<file path="src/rtl/mbist_pkg.sv">
// March C- BIST shared types: FSM states, element encoding,
// per-element direction and data-pattern helpers.
package mbist_pkg;

  typedef enum logic [1:0] {
    IDLE,
    RUN,
    DONE
  } state_e;

  typedef enum logic [2:0] {
    E_W0    = 3'd0,
    E_R0W1  = 3'd1,
    E_R1W0  = 3'd2,
    E_DR0W1 = 3'd3,
    E_DR1W0 = 3'd4,
    E_R0    = 3'd5
  } elem_e;

  // Single-bit patterns, replicated to the data width.
  localparam logic PAT0 = 1'b0;
  localparam logic PAT1 = 1'b1;

  function automatic logic el_down(elem_e e);
    return (e == E_DR0W1) || (e == E_DR1W0);
  endfunction

  function automatic logic el_rpat(elem_e e);
    return ((e == E_R1W0) || (e == E_DR1W0)) ? PAT1 : PAT0;
  endfunction

  function automatic logic el_wpat(elem_e e);
    return ((e == E_R0W1) || (e == E_DR0W1)) ? PAT1 : PAT0;
  endfunction

endpackage

</file>
<file path="src/rtl/mbist_addr_gen.sv">
// Up/down address counter with terminal-count flag.
// load_i/load_down_i: preset to 0 or max; step_i/down_i: count; tc_o: last address.
module mbist_addr_gen #(
  parameter int ADDR_W = 8
) (
  input  logic              clk,
  input  logic              rst_n,
  input  logic              load_i,
  input  logic              load_down_i,
  input  logic              step_i,
  input  logic              down_i,
  output logic [ADDR_W-1:0] addr_o,
  output logic              tc_o
);

  logic [ADDR_W-1:0] addr_q;

  always_ff @(posedge clk or negedge rst_n) begin
    if (!rst_n) begin
      addr_q <= '0;
    end else if (load_i) begin
      addr_q <= load_down_i ? '1 : '0;
    end else if (step_i) begin
      addr_q <= down_i ? addr_q - ADDR_W'(1)
                       : addr_q + ADDR_W'(1);
    end
  end

  assign addr_o = addr_q;
  assign tc_o   = down_i ? (addr_q == '0) : (addr_q == '1);

endmodule

</file>
<file path="src/rtl/mbist_march_ctrl.sv">
// March C- memory BIST controller with first-failure capture.
// Drives mem_addr/mem_wdata/mem_wr, checks mem_rdata; reports busy/done/fail/fail_*.
module mbist_march_ctrl
  import mbist_pkg::*;
#(
  parameter int ADDR_W       = 8,
  parameter int DATA_W       = 8,
  parameter bit STOP_ON_FAIL = 1'b0
) (
  input  logic              clk,
  input  logic              rst_n,
  input  logic              start,
  output logic [ADDR_W-1:0] mem_addr,
  output logic [DATA_W-1:0] mem_wdata,
  output logic              mem_wr,
  input  logic [DATA_W-1:0] mem_rdata,
  output logic              busy,
  output logic              done,
  output logic              fail,
  output logic [ADDR_W-1:0] fail_addr,
  output logic [2:0]        fail_elem,
  output logic [DATA_W-1:0] fail_data
);

  state_e            state_q;
  elem_e             elem_q;
  logic              wr_q;
  logic [DATA_W-1:0] wdata_q;
  logic              fail_q;
  logic [ADDR_W-1:0] faddr_q;
  logic [2:0]        felem_q;
  logic [DATA_W-1:0] fdata_q;

  logic  go, run, mis, stop;
  logic  last_op, last_el, adv;
  logic  tc, ld, ld_down, step;
  elem_e elem_nx, elem_at;

  assign go   = start && (state_q != RUN);
  assign run  = state_q == RUN;
  // mem_wr doubles as the read/write phase of the current op.
  assign mis  = run && !wr_q &&
                (mem_rdata != {DATA_W{el_rpat(elem_q)}});
  assign stop = STOP_ON_FAIL && mis;

  // Element 0 is write-only and element 5 read-only.
  assign last_op = wr_q || (elem_q == E_R0);
  assign last_el = elem_q == E_R0;
  assign adv     = run && last_op && !stop;
  assign elem_nx = elem_e'(elem_q + 3'd1);
  assign elem_at = tc ? elem_nx : elem_q;

  assign ld      = go || (adv && tc && !last_el);
  assign ld_down = go ? 1'b0 : el_down(elem_nx);
  assign step    = adv && !tc;

  mbist_addr_gen #(
    .ADDR_W(ADDR_W)
  ) u_agen (
    .clk        (clk),
    .rst_n      (rst_n),
    .load_i     (ld),
    .load_down_i(ld_down),
    .step_i     (step),
    .down_i     (el_down(elem_q)),
    .addr_o     (mem_addr),
    .tc_o       (tc)
  );

  always_ff @(posedge clk or negedge rst_n) begin
    if (!rst_n) begin
      state_q <= IDLE;
      elem_q  <= E_W0;
      wr_q    <= 1'b0;
      wdata_q <= '0;
      fail_q  <= 1'b0;
      faddr_q <= '0;
      felem_q <= '0;
      fdata_q <= '0;
    end else if (go) begin
      state_q <= RUN;
      elem_q  <= E_W0;
      wr_q    <= 1'b1;
      wdata_q <= {DATA_W{PAT0}};
      fail_q  <= 1'b0;
      faddr_q <= '0;
      felem_q <= '0;
      fdata_q <= '0;
    end else if (run) begin
      if (mis && !fail_q) begin
        fail_q  <= 1'b1;
        faddr_q <= mem_addr;
        felem_q <= elem_q;
        fdata_q <= mem_rdata;
      end
      if (stop || (adv && tc && last_el)) begin
        state_q <= DONE;
        wr_q    <= 1'b0;
      end else if (adv) begin
        // New address: only element 0 starts with a write.
        if (tc) elem_q <= elem_nx;
        wr_q <= elem_at == E_W0;
        if (elem_at == E_W0) begin
          wdata_q <= {DATA_W{el_wpat(elem_at)}};
        end
      end else begin
        wr_q    <= 1'b1;
        wdata_q <= {DATA_W{el_wpat(elem_q)}};
      end
    end
  end

  assign mem_wr    = wr_q;
  assign mem_wdata = wdata_q;
  assign busy      = state_q == RUN;
  assign done      = state_q == DONE;
  assign fail      = fail_q;
  assign fail_addr = faddr_q;
  assign fail_elem = felem_q;
  assign fail_data = fdata_q;

endmodule

</file>
<file path="config.mk">
export PLATFORM = sky130hd
export DESIGN_NAME = mbist_march_ctrl
export DESIGN_NICKNAME = d
export VERILOG_FILES = /design/src/rtl/mbist_pkg.sv /design/src/rtl/mbist_addr_gen.sv /design/src/rtl/mbist_march_ctrl.sv
export SDC_FILE = /design/constraint.sdc
export NUM_CORES = 1
export LEC_CHECK = 0
export ABC_CLOCK_PERIOD_IN_PS = 4250
export CELL_PAD_IN_SITES_DETAIL_PLACEMENT = 0
export CELL_PAD_IN_SITES_GLOBAL_PLACEMENT = 2
export CORE_UTILIZATION = 30
export CTS_CLUSTER_DIAMETER = 120
export DETAILED_ROUTE_END_ITERATION = 10
export GPL_TIMING_DRIVEN = 0
export PLACE_DENSITY_LB_ADDON = 0.1
export SETUP_SLACK_MARGIN = 0.1
export SYNTH_ARGS = -nofsm -noshare
export SYNTH_HDL_FRONTEND = slang
export SYNTH_HIERARCHICAL = 1
export SYNTH_SLANG_ARGS = --single-unit
</file>
<file path="constraint.sdc">
create_clock -name clk -period 4.25 [get_ports clk]
set_input_delay 1.275 -clock clk [delete_from_list [all_inputs] [get_ports clk]]
set_output_delay 1.275 -clock clk [all_outputs]
set_load 0.1 [all_outputs]
</file>
; Yosys cells after proc, flatten, opt, wreduce, memory -nomap -nowiden
; Index checks and enable logic that the tools add are counted.
[classes]
addsub = 3
n_eq_ne = 16
mux = 38
n_reduce_logical = 31
[ops]
columns = op, count
row1 = 8-bit two-way mux, 15
row2 = 3-bit two-way mux, 8
row3 = "3-bit by 2-bit equality test with 1-bit output, second input constant", 4
row4 = 1-bit two-way mux, 12
row5 = 2-bit nonzero test, 5
row6 = "3-bit equality test, second input constant", 3
row7 = 1-bit logical AND, 9
row8 = "8-bit by 1-bit adder with 8-bit output, second input constant", 1
row9 = "8-bit equality test, second input constant", 1
row10 = 8-bit logical NOT, 1
row11 = 8-bit != test, 1
row12 = "8-bit by 1-bit subtractor with 8-bit output, second input constant", 1
row13 = 1-bit logical OR, 7
row14 = "3-bit by 1-bit equality test with 1-bit output, second input constant", 2
row15 = 2-bit two-way mux, 3
row16 = 3-bit AND reduction, 2
row17 = 1-bit logical NOT, 4
row18 = 2-bit AND reduction, 2
row19 = "3-bit by 1-bit adder with 3-bit output, second input constant", 1
row20 = 3-bit logical NOT, 1
row21 = "3-bit by 2-bit != test with 1-bit output, second input constant", 1
row22 = "2-bit by 1-bit equality test with 1-bit output, second input constant", 1
row23 = "2-bit equality test, second input constant", 1
row24 = "2-bit by 1-bit != test with 1-bit output, second input constant", 1
row25 = "2-bit != test, second input constant", 1
[totals]
ff_bits = 42
input_bits = 11
output_inout_bits = 39
wordCells = 97

; Depth between registers and ports, before layout
; Gate-level depths: netlist of run 1.
[depth]
depth_word = 12
depth_mapped = 14
mapped_depth_nobuf = 14

; By module
; Netlist of run 1, hierarchy kept.
[modules_own_cells]
columns = mod, instances, cells_each, area_per_inst_um2, seq_area_each_um2
row1 = mbist_march_ctrl, 1, 153, 1450.1, 675.6
row2 = mbist_addr_gen, 1, 85, 686.9, 200.2

; Worst setup path before layout of run 1
; Ideal clock, no wire load.
[synth_path]
kind = register to register
start = register elem_q[0]
end = register u_agen.addr_q[7] (netlist: u_agen/addr_o[7])
setup_time_ns = 0.120
arrival_ns = 3.461
t_required_ns = 4.130
setup_slack_ns = 0.669
path_stages_with_launch = 14
path_buffers = 0
synth_period_minus_slack_ns = 3.581
path_cell_list = dfrtp_1 > inv_1 > ha_1 > mux2_2 > inv_1 > nand4_1 > o31ai_1 > nand2_1 > nor3_1 > nand2b_1 > clkinv_1 > nor2_1 > a41oi_1 > and3b_1
[synth_between]
elab_chain_len = 7
elab_cells_between_ends = 23
cone_classes = 1 x add/sub / 5 x eq/ne / 6 x mux / 11 x reduce/logical
[synth_rtl]
columns = item, line
row1 = start: declaration, mbist_march_ctrl.sv:26  ; elem_e elem_q;
row2 = start signal: assignment, mbist_march_ctrl.sv:101  ; if (tc) elem_q <= elem_nx;
row3 = 3-bit by 2-bit equality test with 1-bit output / 3-bit equality test (equally long branches), mbist_pkg.sv:25  ; return (e == E_DR0W1) || (e == E_DR1W0);
row4 = 1-bit logical OR *, mbist_pkg.sv:25
row5 = 1-bit two-way mux *, mbist_addr_gen.sv:30  ; assign tc_o = down_i ? (addr_q == '0) : (addr_q == '1);
row6 = named net tc, mbist_march_ctrl.sv:36  ; logic tc, ld, ld_down, step;
row7 = 1-bit logical AND * (2 in a row), mbist_march_ctrl.sv:53  ; assign ld = go || (adv && tc && !last_el);
row8 = 1-bit logical OR *, mbist_march_ctrl.sv:53
row9 = named net ld, mbist_march_ctrl.sv:36
row10 = 8-bit two-way mux / 2-bit nonzero test (equally long branches), --
row11 = end signal: assignment, mbist_addr_gen.sv:22  ; addr_q <= load_down_i ? '1 : '0;
row12 = end signal: assignment, mbist_addr_gen.sv:24  ; addr_q <= down_i ? addr_q - ADDR_W'(1)
row13 = end: declaration, mbist_addr_gen.sv:16  ; logic [ADDR_W-1:0] addr_q;
; The timed path passes the listed nets; every way through them passes the cells marked *. The select of a mux whose other input is x is not followed.
; A chain may end at the register's enable or synchronous reset.

; Worst setup path in the final report of run 1
; Ends and elaborated chain as after synthesis.

==> results of run 1 <==
routing by layer:
metal	up-vias	track usage, %
met2	37	27.7
met4	0	4.55
li1	981	-
met1	942	21.8
met5	-	0
met3	2	3.24
per-stage QoR:
step | hold slack, ps | setup TNS [ps] | util (%) | cell area, um2 | std cells
6_report | 514 | 0 | 42.3 | 2890 | 391
3_3_place_gp | 501 | -2480 | 40.2 | 2750 | 383
3_5_place_dp | 496 | -2000 | 40.1 | 2740 | 383
4_1_cts | 515 | 0 | 42.1 | 2880 | 391
5_1_grt | 541 | 0 | 42.3 | 2890 | 391
2_1_floorplan | 469 | 0 | - | 2140 | 238
worst register-to-register path: stages (launching register included):
cell        delay, ps
dfrtp_1           490
inv_1             150
ha_1              230
mux2_2            370
inv_1             220
nand4_1           180
o31ai_4           390
nand2_1           180
nor3_2            260
nand2b_1          330
clkinvlp_4        300
nor2_4            260
a41oi_1            60
and3b_1           210
state kept, by name (all words and copies together), names as in the netlist:
register       count
mem_wdata          1
fail               1
u_agen/addr_o      8
state_q            2
elem_q             3
fail_data          8
mem_wr             1
fail_elem          3
fail_addr          8
layout make-up:
| type | count | area [um2] |
|---|---|---|
| Multi-Input combinational cell | 174 | 1140 |
| Inverter | 12 | 48.8 |
| Clock inverter | 2 | 35.0 |
| Fill cell | 744 | 3940 |
| Buffer | 17 | 106 |
| Sequential cell | 35 | 876 |
| Clock buffer | 6 | 82.6 |
| Timing Repair Buffer | 49 | 485 |
| Tap cell | 96 | 120 |
final timing paths:
path                       startpoint               end  slack [ps]  cells past startpoint
hold / removal             state_q[1]        state_q[1]         510                      1
min in group asynchronous       rst_n            mem_wr        1070                      1
setup / recovery            elem_q[0]  u_agen/addr_o[7]         500                     13
max in group asynchronous       rst_n  u_agen/addr_o[7]        2660                      1
hold reg to reg            state_q[1]        state_q[1]         510                      1
setup reg to reg            elem_q[0]  u_agen/addr_o[7]         500                     13
synthesized netlist by cell type, types with 2 or more instances:
| master | instances |
|---|---|
| inv_1 | 10 |
| nor3_1 | 8 |
| o31ai_1 | 2 |
| a211oi_1 | 3 |
| nor2_1 | 14 |
| o21bai_1 | 2 |
| o21ai_1 | 2 |
| a21oi_1 | 12 |
| o311ai_0 | 2 |
| nand4_1 | 20 |
| nor2b_1 | 3 |
| xnor2_1 | 2 |
| or3_1 | 3 |
| buf_4 | 7 |
| mux2i_1 | 7 |
| nand3_1 | 6 |
| o21a_1 | 3 |
| ha_1 | 12 |
| nor4_1 | 5 |
| buf_6 | 2 |
| a31oi_1 | 2 |
| nand2b_1 | 2 |
| o21ai_0 | 22 |
| nand2_1 | 25 |
| clkbuf_1 | 7 |
| dfrtp_1 | 35 |
| mux2_2 | 2 |
kinds of logic (layout without fill, tap and decap cells):
logic type / after synthesis / in the layout / share of synthesized area (%)
buffers and inverters: 29 / 86 / 7.08
and+or+nand+nor: 94 / 94 / 23.0
muxes: 9 / 9 / 4.33
xor gates and xnor gates: 2 / 2 / 0.820
adders and majority gates: 13 / 13 / 7.96
DFF: 35 / 35 / 41.0
AOI/OAI and AO/OA: 56 / 56 / 15.8
==> impl_metrics.env, run 1 <==
export IMPL_layout_worst_path_cycle_share_pct=88.2
export IMPL_vias=1962
export IMPL_sequential_cell_area_fraction_in_the_yosys_report_pct=41.0
export IMPL_async_flop_share_pct=100
export IMPL_antennaDiodeCount=0
export IMPL_worst_slew_margin_rel_pct=34.6
export IMPL_cp_end_kind="flip-flop"
export IMPL_yosys_warnings=6
export IMPL_timing_critical_path_fanout_max=10
export IMPL_timing_critical_path_arrival_ps=3920
export IMPL_finalHoldViolCount=0
export IMPL_antenna_found_initial=0
export IMPL_drv_slew=0
export IMPL_timing_critical_path_slowest_cell_delay_ps=490
export IMPL_drive_gt1_share_pct=9.49
export IMPL_synth_top_cell_area_share_pct=41.0
export IMPL_detail_route_drc_violations=0
export IMPL_initialDrtViolationCount=109
export IMPL_wire_per_inst_um=14.6
export IMPL_route_met3_wl_um=189
export IMPL_number_of_register_bits_inferred_by_synthesis=35
export IMPL_ant_nets=0
export IMPL_finalCriticalPeriod_ps=3750
export IMPL_layout_common_cells="clkdlybuf4s50_1 (48), dfrtp_1 (35), nand2_1 (25)"
export IMPL_tritoncts_clock_tree="yes"
export IMPL_gp_congestion=0.745
export IMPL_grt_first_pass_wirelength_mm=9.66
export IMPL_rsz0062_at_grt="no"
export IMPL_clk_pin_slew_worst_paths_ps=70
export IMPL_cpMostUsedCell="inv_1"
export IMPL_syn_cell_area_um2=2140
export IMPL_clkSinkCount=35
export IMPL_cp_num_buf_inv=3
export IMPL_max_cap_violations=0
export IMPL_setup_viol=0
export IMPL_cts_resized=3
export IMPL_worst_path_max_delay_cell="dfrtp_1"
export IMPL_post_synthesis_to_final_layout_area_growth_pct=35.2
export IMPL_commonest_non_fill_non_tap_cell_in_the_layout="clkdlybuf4s50_1"
export IMPL_route_met2_wl_mm=2.70
export IMPL_die_area_um2=7460
export IMPL_outcome="completed"
export IMPL_firstDrtPassIters=4
export IMPL_grt_max_degree=36
export IMPL_hold_class="flip-flop to flip-flop"
export IMPL_fmaxAchievable_ghz=0.267
export IMPL_tightest_slew_ps=977
export IMPL_io_pins=50
export IMPL_top_signal_layer_used="met4"
export IMPL_floorplan_die_width_um=86.4
export IMPL_syn_nets=262
export IMPL_chipHeight_um=86.4
export IMPL_post_cts_buffers=0
export IMPL_h_tree_depth=2
export IMPL_synth_edf_count=0
export IMPL_dominant_cell_type_by_area_after_synthesis="dfrtp_1"
export IMPL_dp_hpwl_mm=4.11
export IMPL_coreArea_um2=6830
export IMPL_m1WireLength_mm=2.77
export IMPL_global_route_usage_total_pct=16.5
export IMPL_initial_utilization_pct=31.3
export IMPL_finalClockSkew_ps=8.20
export IMPL_synthTopCellsByArea="dfrtp_1 (41%), ha_1 (7.0%), nand4_1 (5.9%)"
export IMPL_cts_buffers=5
export IMPL_yosys_cell_types_count=45
export IMPL_routed_via_density=5.02
export IMPL_grt_overflow_total=0
export IMPL_drt_wl_total_mm=5.70
export IMPL_critical_path_cell_chain="inv_1, ha_1, mux2_2, inv_1, nand4_1, o31ai_4, nand2_1, nor3_2, nand2b_1, clkinvlp_4, nor2_4, a41oi_1, and3b_1"
export IMPL_via_count_of_the_first_global_routing_pass=1952
export IMPL_worst_skew_pair_late_latency_ps=290
export IMPL_buffer_ports_inserted=49
export IMPL_postCtsHoldBufs=0
export IMPL_dpl_worst_slack_ps=-395
export IMPL_layout_setup_ws_ps=501
export IMPL_cts_buffer_depth=2
export IMPL_buffer_type_at_the_clock_tree_root="clkbuf_8"
export IMPL_num_rows=30
export IMPL_crit_type="flip-flop to flip-flop"
export IMPL_syn_area_per_cell_um2=8.98
export IMPL_critPathTopFamily="simple AND/OR/NAND/NOR gates"
export IMPL_synth_ff_type="dfrtp_1"
export IMPL_worstSetupStartpointType="flip-flop"
export IMPL_required_worst_endpoint_ps=4430
export IMPL_post_synth_inst_count=238
export IMPL_fin_nets=318
Power of run 1 is left out: the tool's default activity adds up to more than one toggle a clock period on the data nets, which glitch-free logic cannot reach.
==> run 2: changes to the inputs <==
--- a/config.mk
+++ b/config.mk
@@ -11,9 +11,9 @@
 export CORE_UTILIZATION = 30
 export CTS_CLUSTER_DIAMETER = 120
 export DETAILED_ROUTE_END_ITERATION = 10
-export GPL_TIMING_DRIVEN = 0
 export PLACE_DENSITY_LB_ADDON = 0.1
 export SETUP_SLACK_MARGIN = 0.1
+export SLEW_MARGIN = 20
 export SYNTH_ARGS = -nofsm -noshare
 export SYNTH_HDL_FRONTEND = slang
 export SYNTH_HIERARCHICAL = 1
==> run 2 against run 1 <==
Wire length up 5.5%; via count up 0.15%; clock-buffer cell count unchanged; clock skew down 5.7 ps; utilization down 1.6 points; cell area down 3.7%; setup slack better by 270 ps; hold slack worse by 0.57 ps; fmax up 7.7%; sequential cell count unchanged; critical path type unchanged; highest routed layer unchanged.
==> impl_metrics.env, run 2 (synthesized netlist as in run 1, its figures left out) <==
export IMPL_ant_nets=0
export IMPL_finish_instance_area_um2=2780
export IMPL_drt_wl_total_mm=6.02
export IMPL_placed_cell_area_um2=2700
export IMPL_hold_depth=1
export IMPL_via_count_of_the_first_global_routing_pass=1918
export IMPL_routed_via_density=5.16
export IMPL_timing_critical_path_fanout_max=10
export IMPL_buffer_ports_inserted=49
export IMPL_firstDrtPassIters=4
export IMPL_critical_path_cell_count=14
export IMPL_timing_critical_path_arrival_ps=3650
export IMPL_gp_congestion=0.780
export IMPL_floorplan_die_width_um=86.4
export IMPL_finalCriticalPeriod_ps=3480
export IMPL_required_worst_endpoint_ps=4420
export IMPL_io_pins=50
export IMPL_finalHoldViolCount=0
export IMPL_chipHeight_um=86.4
export IMPL_tightest_slew_ps=978
export IMPL_final_cell_count_no_fill=381
export IMPL_cts_buffers=5
export IMPL_crit_type="flip-flop to flip-flop"
export IMPL_post_cts_buffers=0
export IMPL_dp_hpwl_mm=4.21
export IMPL_cp_num_buf_inv=5
export IMPL_hold_class="flip-flop to flip-flop"
export IMPL_num_rows=30
export IMPL_critPathTopFamily="buffers and inverters"
export IMPL_commonest_non_fill_non_tap_cell_in_the_layout="clkdlybuf4s50_1"
export IMPL_coreArea_um2=6830
export IMPL_antennaDiodeCount=0
export IMPL_detail_route_drc_violations=0
export IMPL_setup_viol=0
export IMPL_post_synthesis_to_final_layout_area_growth_pct=30.3
export IMPL_worstSetupStartpointType="flip-flop"
export IMPL_setup_total_negative_slack_ps=0
export IMPL_clk_pin_slew_worst_paths_ps=70
export IMPL_h_tree_depth=2
export IMPL_drive_gt1_share_pct=7.72
export IMPL_buffer_type_at_the_clock_tree_root="clkbuf_8"
export IMPL_worst_skew_pair_late_latency_ps=290
export IMPL_worstRegToRegCells=14
export IMPL_grt_max_degree=36
export IMPL_cts_buffer_depth=2
export IMPL_outcome="completed"
export IMPL_tritoncts_clock_tree="yes"
export IMPL_grt_overflow_total=0
export IMPL_global_route_usage_total_pct=17.5
export IMPL_max_cap_violations=0
export IMPL_postCtsHoldBufs=0
export IMPL_fmaxAchievable_ghz=0.287
export IMPL_fin_nets=309
export IMPL_antenna_found_initial=0
export IMPL_place_detailed_instances=374
export IMPL_vias=1965
export IMPL_die_area_um2=7460
export IMPL_initial_utilization_pct=31.3
export IMPL_cp_end_kind="flip-flop"
export IMPL_fillCellCount=738
export IMPL_finalClockSkew_ps=2.49
export IMPL_r2r_setup_slack_ps=770
export IMPL_drv_slew=0
export IMPL_clkSinkCount=35
export IMPL_wire_per_inst_um=15.8
export IMPL_layout_worst_path_cycle_share_pct=81.9
export IMPL_critical_path_cell_chain="inv_1, ha_1, mux2_2, inv_1, nand4_1, o31ai_1, nand2_1, nor3_1, buf_4, nand2b_1, clkinv_1, nor2_1, buf_4, a21oi_1"
export IMPL_rsz0062_at_grt="no"
export IMPL_layout_common_cells="clkdlybuf4s50_1 (47), dfrtp_1 (35), nand2_1 (25)"
export IMPL_worst_slew_margin_rel_pct=34.6
export IMPL_cts_resized=0
export IMPL_timing_critical_path_slowest_cell_delay_ps=480
export IMPL_initialDrtViolationCount=128
export IMPL_worst_path_max_delay_cell="dfrtp_1"
export IMPL_grt_first_pass_wirelength_mm=10.0
## run 2: changes by cell type in the layout (fill, tap and decap cells not counted), sizes merged
cell,previous run,this run
clkdlybuf4s50,48,47
clkinv,1,2
clkinvlp,1,0
clkbuf,13,6
bufinv,1,0
buf,11,10
## run 2: worst register-to-register path: stages (launching register included)
cell	delay [ps]
dfrtp_1	480
inv_1	140
ha_1	230
mux2_2	360
inv_1	190
nand4_1	110
o31ai_1	300
nand2_1	160
nor3_1	160
buf_4	150
nand2b_1	260
clkinv_1	340
nor2_1	240
buf_4	190
a21oi_1	50
## run 2: final cells by class
| class | instances | area [um2] | area share [%] |
|---|---|---|---|
| clock inverter | 1 | 5.00 | 0.180 |
| inverter | 12 | 45.0 | 1.62 |
| clock buffer | 6 | 82.6 | 2.97 |
| multi-input combinational | 174 | 1110 | 39.9 |
| timing repair buffer | 57 | 546 | 19.6 |
| sequential | 35 | 876 | 31.5 |
| tap | 96 | 120 | 4.31 |
## run 2: worst paths after layout
path | start | to
setup / recovery | elem_q[0] | u_agen/addr_o[0]
hold / removal | state_q[1] | state_q[1]
setup reg to reg | elem_q[0] | u_agen/addr_o[0]
hold reg to reg | state_q[1] | state_q[1]
max in group asynchronous | rst_n | fail_addr[3]
min in group asynchronous | rst_n | fail_elem[2]
## run 2: metrics by stage
stage	setup slack [ps]	hold slack [ps]	utilization (%)
global placement	883	504	39.5
detailed placement	773	505	39.5
CTS	750	522	40.8
finish	770	514	40.8
floorplan	669	469	-
global route	438	528	40.8
## run 2: layer usage
metal / routed length (um) / GRT usage [%] / up-vias
li1: - / - / 958
met1: 2820 / 23.5 / 954
met2: 2910 / 28.9 / 46
met3: 225 / 3.33 / 7
met4: 61 / 4.39 / 0
met5: 0 / 0 / -
Power of run 2 is left out for the same reason.
==> run 3: changes to the inputs <==
--- a/config.mk
+++ b/config.mk
@@ -5,10 +5,10 @@
 export SDC_FILE = /design/constraint.sdc
 export NUM_CORES = 1
 export LEC_CHECK = 0
-export ABC_CLOCK_PERIOD_IN_PS = 4250
+export ABC_CLOCK_PERIOD_IN_PS = 2920
 export CELL_PAD_IN_SITES_DETAIL_PLACEMENT = 0
 export CELL_PAD_IN_SITES_GLOBAL_PLACEMENT = 2
-export CORE_UTILIZATION = 30
+export CORE_UTILIZATION = 27
 export CTS_CLUSTER_DIAMETER = 120
 export DETAILED_ROUTE_END_ITERATION = 10
 export PLACE_DENSITY_LB_ADDON = 0.1
==> constraint.sdc (replaced) <==
create_clock -name clk -period 2.92 [get_ports clk]
set_input_delay 0.876 -clock clk [delete_from_list [all_inputs] [get_ports clk]]
set_output_delay 0.876 -clock clk [all_outputs]
set_load 0.1 [all_outputs]
==> run 3 against run 2 <==
Global-route usage is 1.0 points lower; die area increased by 11%; non-clock buffer count increased by 10; fmax grew 30%; clock-buffer cell count decreased by 1; sequential cell count unchanged; critical path type unchanged; highest routed layer unchanged.
==> impl_metrics.env, run 3 (synthesized netlist as in run 1, its figures left out) <==
export IMPL_outcome="completed"
export IMPL_post_synthesis_to_final_layout_area_growth_pct=34.9
export IMPL_ant_nets=0
export IMPL_buffer_type_at_the_clock_tree_root="clkbuf_8"
export IMPL_initial_utilization_pct=27.8
export IMPL_layout_worst_path_cycle_share_pct=91.8
export IMPL_commonest_non_fill_non_tap_cell_in_the_layout="buf_4"
export IMPL_tritoncts_clock_tree="yes"
export IMPL_worst_skew_pair_late_latency_ps=290
export IMPL_grt_overflow_total=0
export IMPL_gp_congestion=0.790
export IMPL_firstDrtPassIters=4
export IMPL_finalCriticalPeriod_ps=2680
export IMPL_detail_route_drc_violations=0
export IMPL_wire_per_inst_um=16.2
export IMPL_layout_common_cells="buf_4 (56), dfrtp_1 (26), nand2_1 (24)"
export IMPL_chipHeight_um=91.0
export IMPL_grt_max_degree=36
export IMPL_coreArea_um2=7690
export IMPL_hold_class="flip-flop to flip-flop"
export IMPL_clkSinkCount=35
export IMPL_crit_type="flip-flop to flip-flop"
export IMPL_finalClockSkew_ps=3.34
export IMPL_io_pins=50
export IMPL_drt_wl_total_mm=6.45
export IMPL_antenna_found_initial=0
export IMPL_initialDrtViolationCount=88
export IMPL_cts_buffer_depth=2
export IMPL_layout_setup_ws_ps=239
export IMPL_timing_critical_path_arrival_ps=2890
export IMPL_drive_gt1_share_pct=32.1
export IMPL_routed_via_density=5.03
export IMPL_antennaDiodeCount=0
export IMPL_dpl_worst_slack_ps=115
export IMPL_vias=2001
export IMPL_cp_end_kind="flip-flop"
export IMPL_num_rows=32
export IMPL_fmaxAchievable_ghz=0.373
export IMPL_drv_slew=0
export IMPL_h_tree_depth=2
export IMPL_grt_first_pass_wirelength_mm=10.7
export IMPL_timing_critical_path_fanout_max=6
export IMPL_required_worst_endpoint_ps=3130
export IMPL_clk_pin_slew_worst_paths_ps=70
export IMPL_global_route_usage_total_pct=16.5
export IMPL_rsz0062_at_grt="no"
export IMPL_cts_buffers=5
export IMPL_max_cap_violations=0
export IMPL_worstSetupStartpointType="flip-flop"
export IMPL_setup_total_negative_slack_ps=0
export IMPL_setup_viol=0
export IMPL_finalHoldViolCount=0
export IMPL_dp_hpwl_mm=4.54
export IMPL_via_count_of_the_first_global_routing_pass=1999
export IMPL_die_area_um2=8270
export IMPL_tightest_slew_ps=830
export IMPL_fin_nets=319
export IMPL_floorplan_die_width_um=91.0
export IMPL_buffer_ports_inserted=49
export IMPL_worst_slew_margin_rel_pct=44.7
[run 3: changes by cell type in the layout (fill, tap and decap cells not counted), sizes merged]
cell           before  now
buf                10   58
clkbuf              6    5
clkdlybuf4s50      47    9
clkinv              2    4
[run 3: path summary, 6_finish.rpt]
kind / startpoint / slack, ps / end / depth (start not counted)
worst max-delay path: elem_q[0] / 240 / mem_wdata[6] / 12
worst min-delay path: fail_addr[1] / 520 / fail_addr[1] / 2
worst max register to register: elem_q[0] / 240 / mem_wdata[6] / 12
worst min register to register: fail_addr[1] / 520 / fail_addr[1] / 2
max in group asynchronous: rst_n / 1660 / u_agen/addr_o[4] / 1
min in group asynchronous: rst_n / 680 / fail_data[3] / 1
[run 3: layout make-up]
| cell class | count | area (um2) |
|---|---|---|
| fill | 821 | 4800 |
| multi-input combinational | 174 | 1200 |
| sequential | 35 | 887 |
| timing repair buffer | 67 | 536 |
| tap | 102 | 128 |
| clock buffer | 5 | 68.8 |
| inverter | 12 | 52.6 |
| clock inverter | 3 | 15.0 |
[run 3: repair_timing]
| item | CTS | global route |
|---|---|---|
| cloned | 0 | 0 |
| hold endpoints to repair | 0 | 0 |
| buffers inserted | 0 | 6 |
| pin swaps | 0 | 4 |
| hold buffers | 0 | 0 |
| resized for setup | 1 | 6 |
| setup endpoints to repair | 2 | 9 |
[run 3: metal layers]
metal,share of wire [%],up-vias,global-route usage [%]
li1,-,976,-
met3,4.7,7,3.43
met4,1.4,0,5.69
met1,48,972,22.7
met2,46,46,25.6
met5,0,-,0
[run 3: critical path: stages (launching register included)]
cell	delay [ps]
dfrtp_2	430
inv_2	70
ha_1	210
mux2_4	300
inv_4	70
nor4_2	40
nand3_1	110
o31ai_4	120
buf_4	170
or4_1	490
a31oi_2	270
o311ai_0	170
o2bb2ai_1	160
[run 3: per-stage QoR]
step                      area, um2  std cells  hold WS, ps  utilization, %
final                          2880        398          519            37.5
after global routing           2880        398          531            37.5
after CTS                      2810        392          528            36.5
after detailed placement       2720        384          508            35.4
after global placement         2720        384          511            35.4
after floorplan                2210        238          469               -
Power of run 3 is left out for the same reason.
